<file path="src/rtl/dbtg_pkg.sv">
// Shared types and default constants for the push-button debounce / toggle-pulse generator.
package dbtg_pkg;

  typedef enum logic [1:0] {
    IDLE      = 2'd0,
    PRESS_CHK = 2'd1,
    HELD      = 2'd2,
    REL_CHK   = 2'd3
  } dbtg_state_e;

  localparam int DEF_DEB_CYCLES = 4;
  localparam int DEF_CNT_W      = 16;
  localparam int DEF_RPT_EN     = 1;
  localparam int DEF_RPT_DLY    = 20;
  localparam int DEF_RPT_PER    = 8;

endpackage

</file>
<file path="src/rtl/sync_2ff.sv">
// Two-flop synchroniser for a single asynchronous level, synchronous active-high reset.
module sync_2ff (
  input  logic clk,
  input  logic rst,
  input  logic d,
  output logic q
);

  logic s1;

  always_ff @(posedge clk) begin
    if (rst) begin
      s1 <= 1'b0;
      q  <= 1'b0;
    end else begin
      s1 <= d;
      q  <= s1;
    end
  end

endmodule

</file>
<file path="src/rtl/debounce_toggle_gen.sv">
// Debounces a raw push-button and emits single-cycle toggle-enable pulses, with optional auto-repeat.
//
// state     | meaning
// ----------+-----------------------------------------------------------
// IDLE      | button released, waiting for a synchronised press
// PRESS_CHK | counting consecutive pressed samples before accepting
// HELD      | press accepted; initial pulse on entry, repeat timer live
// REL_CHK   | counting consecutive released samples before accepting
module debounce_toggle_gen
  import dbtg_pkg::*;
#(
  parameter int DEB_CYCLES = DEF_DEB_CYCLES,
  parameter int CNT_W      = DEF_CNT_W,
  parameter int RPT_EN     = DEF_RPT_EN,
  parameter int RPT_DLY    = DEF_RPT_DLY,
  parameter int RPT_PER    = DEF_RPT_PER
) (
  input  logic clk,
  input  logic rst,
  input  logic btn_in,
  input  logic en,
  output logic t_pulse,
  output logic btn_level
);

  localparam logic [CNT_W-1:0] DEB_LAST   = CNT_W'(DEB_CYCLES - 1);
  localparam logic [CNT_W-1:0] RPT_LAST   = CNT_W'(RPT_DLY - 1);
  localparam logic [CNT_W-1:0] RPT_RELOAD = CNT_W'(RPT_DLY - RPT_PER);
  localparam logic [CNT_W-1:0] CNT_MAX    = '1;

  logic             btn_s;
  dbtg_state_e      state, state_nxt;
  logic [CNT_W-1:0] deb_cnt, deb_nxt;
  logic [CNT_W-1:0] rpt_cnt, rpt_nxt;
  logic             t_pulse_nxt, btn_level_nxt;

  sync_2ff u_sync (
    .clk (clk),
    .rst (rst),
    .d   (btn_in),
    .q   (btn_s)
  );

  always_ff @(posedge clk) begin
    if (rst) begin
      state     <= IDLE;
      deb_cnt   <= '0;
      rpt_cnt   <= '0;
      t_pulse   <= 1'b0;
      btn_level <= 1'b0;
    end else begin
      state     <= state_nxt;
      deb_cnt   <= deb_nxt;
      rpt_cnt   <= rpt_nxt;
      t_pulse   <= t_pulse_nxt;
      btn_level <= btn_level_nxt;
    end
  end

  always_comb begin
    state_nxt = state;
    case (state)
      IDLE:      if (btn_s) state_nxt = PRESS_CHK;
      PRESS_CHK: begin
        if (!btn_s)                  state_nxt = IDLE;
        else if (deb_cnt == DEB_LAST) state_nxt = HELD;
      end
      HELD:      if (!btn_s) state_nxt = REL_CHK;
      REL_CHK: begin
        if (btn_s)                    state_nxt = HELD;
        else if (deb_cnt == DEB_LAST) state_nxt = IDLE;
      end
      default:   state_nxt = IDLE;
    endcase
  end

  always_comb begin
    deb_nxt       = '0;
    rpt_nxt       = '0;
    t_pulse_nxt   = 1'b0;
    btn_level_nxt = (state_nxt == HELD) || (state_nxt == REL_CHK);

    if (state_nxt == state) begin
      if ((state == PRESS_CHK && btn_s) || (state == REL_CHK && !btn_s))
        deb_nxt = deb_cnt + 1'b1;
      else
        deb_nxt = deb_cnt;
    end

    // Repeat timer counts only while staying in HELD; any entry restarts it from zero.
    if (state_nxt == HELD) begin
      if (state == PRESS_CHK) begin
        t_pulse_nxt = en;
      end else if (state == HELD) begin
        if ((RPT_EN != 0) && (rpt_cnt == RPT_LAST)) begin
          t_pulse_nxt = en;
          rpt_nxt     = RPT_RELOAD;
        end else if (rpt_cnt != CNT_MAX) begin
          rpt_nxt = rpt_cnt + 1'b1;
        end else begin
          rpt_nxt = rpt_cnt;
        end
      end
    end
  end

endmodule

</file>
<file path="config.mk">
export PLATFORM = sky130hd
export DESIGN_NAME = debounce_toggle_gen
export DESIGN_NICKNAME = d
export VERILOG_FILES = /design/src/rtl/dbtg_pkg.sv /design/src/rtl/sync_2ff.sv /design/src/rtl/debounce_toggle_gen.sv
export SDC_FILE = /design/constraint.sdc
export NUM_CORES = 1
export LEC_CHECK = 0
export CAP_MARGIN = 10
export CELL_PAD_IN_SITES_DETAIL_PLACEMENT = 1
export CELL_PAD_IN_SITES_GLOBAL_PLACEMENT = 1
export CORE_MARGIN = 2
export CORE_UTILIZATION = 45
export CTS_CLUSTER_SIZE = 30
export DETAILED_ROUTE_END_ITERATION = 8
export PLACE_DENSITY_LB_ADDON = 0.2
export SLEW_MARGIN = 20
export SYNTH_ARGS = -nofsm -noshare
export SYNTH_HDL_FRONTEND = slang
export SYNTH_SLANG_ARGS = --single-unit
</file>
<file path="constraint.sdc">
create_clock -name clk -period 4.3 [get_ports clk]
set_input_delay 1.29 -clock clk [delete_from_list [all_inputs] [get_ports clk]]
set_output_delay 1.29 -clock clk [all_outputs]
set_load 0.01 [all_outputs]
</file>
==> results.cfg <==
[clock_network]
cts_tree = yes
holdBufCountCts = 0
cts_resized = 0
root_buffer = clkbuf_8
clk_latency_ns = 0.29
clkTransAtPathRegs_ns = 0.07
cts_buffer_depth = 2
cts_made_buffers = 5
cts.sinks = 37
cts_setup_buffers = 0
htreeDepth = 2

[run]
drv_cap = 0

[power_and_ir_drop]
peakVddDrop_mv = 0.158
p_leak_uw = 0.000577
p_per_area_mw_per_mm2 = 305

[placed_design]
pre_cts_ws_ns = 1.16
routabilityCongestion = 0.810
port-buffer-count = 5
dpl.hpwl_um = 3290

[route]
firstDrtPassIters = 4
ant_nets = 0
dr.first_iter.drc_count = 97
via_per_inst = 6.23
finalWirelength_um = 4640
vias = 1644
routedWlPerCell_um = 17.6
route.detailed.drc = 0

[critical_path]
rr_startpoint = deb_cnt[0]$_SDFFE_PP0P_
end_kind = register
r2r_end = deb_cnt[11]$_SDFFE_PP0P_
worst_ep_required_time_ns = 4.49
critPathKind = primary input to register
ff2ff_setup_slack_ns = 2.03
path_max_fanout = 22
ff2ff_path_depth = 5
arrival_ns = 3.04
critPathLaunchType = primary input
cp-startpoint = rst

[die]
die_y_um = 67.1
die_x_um = 67.1
start_util_pct = 47.9
rows = 22
pin_count = 6
coreArea_mm2 = 0.00374
die_area_mm2 = 0.00451

[layout]
final_cell_mix = 37 x dfxtp_1, 16 x nor3_1, 14 x nand2_1
drive_above_1_share_pct = 5.56
final_nets = 222
layout_commonest_cell = dfxtp_1
antenna_cells = 0
final_core_util_pct = 52.9
synthToLayoutAreaGrowth_pct = 10.5

[worst_hold_path]
hold_end = u_sync.q$_SDFF_PP0_
min-delay-start = u_sync.s1$_SDFF_PP0_
holdPathStages = 1
hold_path_class = register to register

[timing]
setup_ws_ns = 1.45
fin_tns_setup_ns = 0
setup_viol = 0
slew_violations = 0
worstMarginPinSlew_ns = 0.763
skew_ns = 0.00602
post-route-min-period_ns = 2.85
rsz0062_at_grt = no
period_share_pct = 66.4
hold_violations = 0
max_slew_margin_pct = 49.1
clock.fmax_ghz = 0.350

[synthesis]
ys_seq_area_share_pct = 41.3
ys_ff_latch = 37
synth_nets = 215
yosys_warnings = 0
syn_area_per_cell_um2 = 8.58
synth_cell_types = 37
synth_cells = 209
syn_area_mm2 = 0.00179

[grt]
grt_pass1_wl_um = 8070
first_global_vias = 1627
grt_max_degree = 23
antenna_found_initial = 0
overflow = 0
grt_usage_pct = 23.8

[status]
status = finished, final reports clean
==> state kept, by name, summed over array words and instances, names as in the netlist <==
name / cells
deb_cnt: 16
rpt_cnt: 16
btn_level: 1
state: 1
t_pulse: 1
u_sync.q: 1
u_sync.s1: 1
==> Yosys cell counts <==
cell | number | area [µm²]
a211oi_1 | 6 | 45.0
a21oi_1 | 12 | 60.1
a31o_2 | 1 | 8.76
and2_1 | 3 | 18.8
and3_1 | 3 | 18.8
and4_1 | 1 | 8.76
and4b_1 | 3 | 30.0
buf_2 | 1 | 5.00
clkbuf_1 | 6 | 22.5
dfxtp_1 | 37 | 741
ha_1 | 2 | 25.0
inv_1 | 5 | 18.8
mux2i_1 | 3 | 30.0
nand2_1 | 14 | 52.6
nand2b_1 | 3 | 18.8
nand3_1 | 13 | 65.1
nand3b_1 | 1 | 7.51
nand4_1 | 12 | 75.1
nor2_1 | 6 | 22.5
nor2b_1 | 2 | 12.5
nor3_1 | 16 | 80.1
nor3b_1 | 1 | 7.51
nor4_1 | 10 | 62.6
nor4b_1 | 2 | 17.5
nor4bb_1 | 1 | 10.0
o211ai_1 | 1 | 7.51
o21ai_0 | 8 | 40.0
o22ai_1 | 1 | 6.26
o311a_1 | 1 | 10.0
o31ai_1 | 3 | 22.5
o41ai_1 | 1 | 8.76
or2_2 | 1 | 6.26
or3_1 | 9 | 56.3
or4_1 | 5 | 37.5
or4_4 | 1 | 11.3
xnor2_1 | 8 | 70.1
xor2_1 | 6 | 52.6
==> where the power goes <==
| part | total, µW | switching, µW | leakage [µW] | internal [µW] |
|---|---|---|---|---|
| clock network | 244 | 117 | 0.0000443 | 127 |
| logic | 13.7 | 8.68 | 0.000234 | 5.05 |
| registers | 345 | 1.48 | 0.000298 | 344 |
| total | 603 | 127 | 0.000577 | 476 |
==> through the flow <==
| stage | instances | hold slack [ns] | total power, µW | area, µm² |
|---|---|---|---|---|
| floorplan | 209 | 0.414 | 360 | 1790 |
| global placement | 257 | 0.427 | 366 | 1890 |
| detailed placement | 257 | 0.448 | 366 | 1890 |
| CTS | 264 | 0.470 | 608 | 1980 |
| global route | 264 | 0.483 | 627 | 1980 |
| finish | 264 | 0.467 | 603 | 1980 |
==> cell families after synthesis <==
group	count (synthesis)	share of synthesized area, %
and+or+nand+nor	107	34.5
DFF	37	41.3
AOI/OAI and AO/OA	34	11.7
xor gates and xnor gates	14	6.84
buffers and inverters	12	2.58
muxes	3	1.67
adders and majority gates	2	1.40
==> per-layer routing <==
layer	up-vias	GRT usage [%]	part of all wire (%)
met5	-	0	0
met4	0	6.89	0.90
met3	4	6.25	3.0
met2	24	36.9	46
met1	809	32.6	50
li1	807	-	-
==> worst max-delay path by stage <==
stage | end | slack, ns | cells after the start
2_1_floorplan | rpt_cnt[10]$_SDFFE_PP0P_ | 2.12 | 4
3_3_place_gp | rpt_cnt[14]$_SDFFE_PP0P_ | 1.27 | 5
3_5_place_dp | rpt_cnt[14]$_SDFFE_PP0P_ | 1.16 | 5
4_1_cts | rpt_cnt[14]$_SDFFE_PP0P_ | 1.46 | 5
5_1_grt | rpt_cnt[14]$_SDFFE_PP0P_ | 1.26 | 5
6_report | rpt_cnt[14]$_SDFFE_PP0P_ | 1.45 | 5
==> worst max-delay path: stages <==
cell             delay (ns)
clkdlybuf4s50_1        0.39
buf_4                  0.21
nor3b_1                0.41
nand2_1                0.42
a211oi_1               0.31
==> area by class of cell <==
type | count | area [µm²]
tap | 48 | 60.1
inverter | 5 | 18.8
clock buffer | 7 | 86.3
fill | 465 | 1760
timing repair buffer | 7 | 65.1
multi-input combinational | 160 | 1010
sequential | 37 | 741
Note: power is estimated with default switching activity, not from simulation.
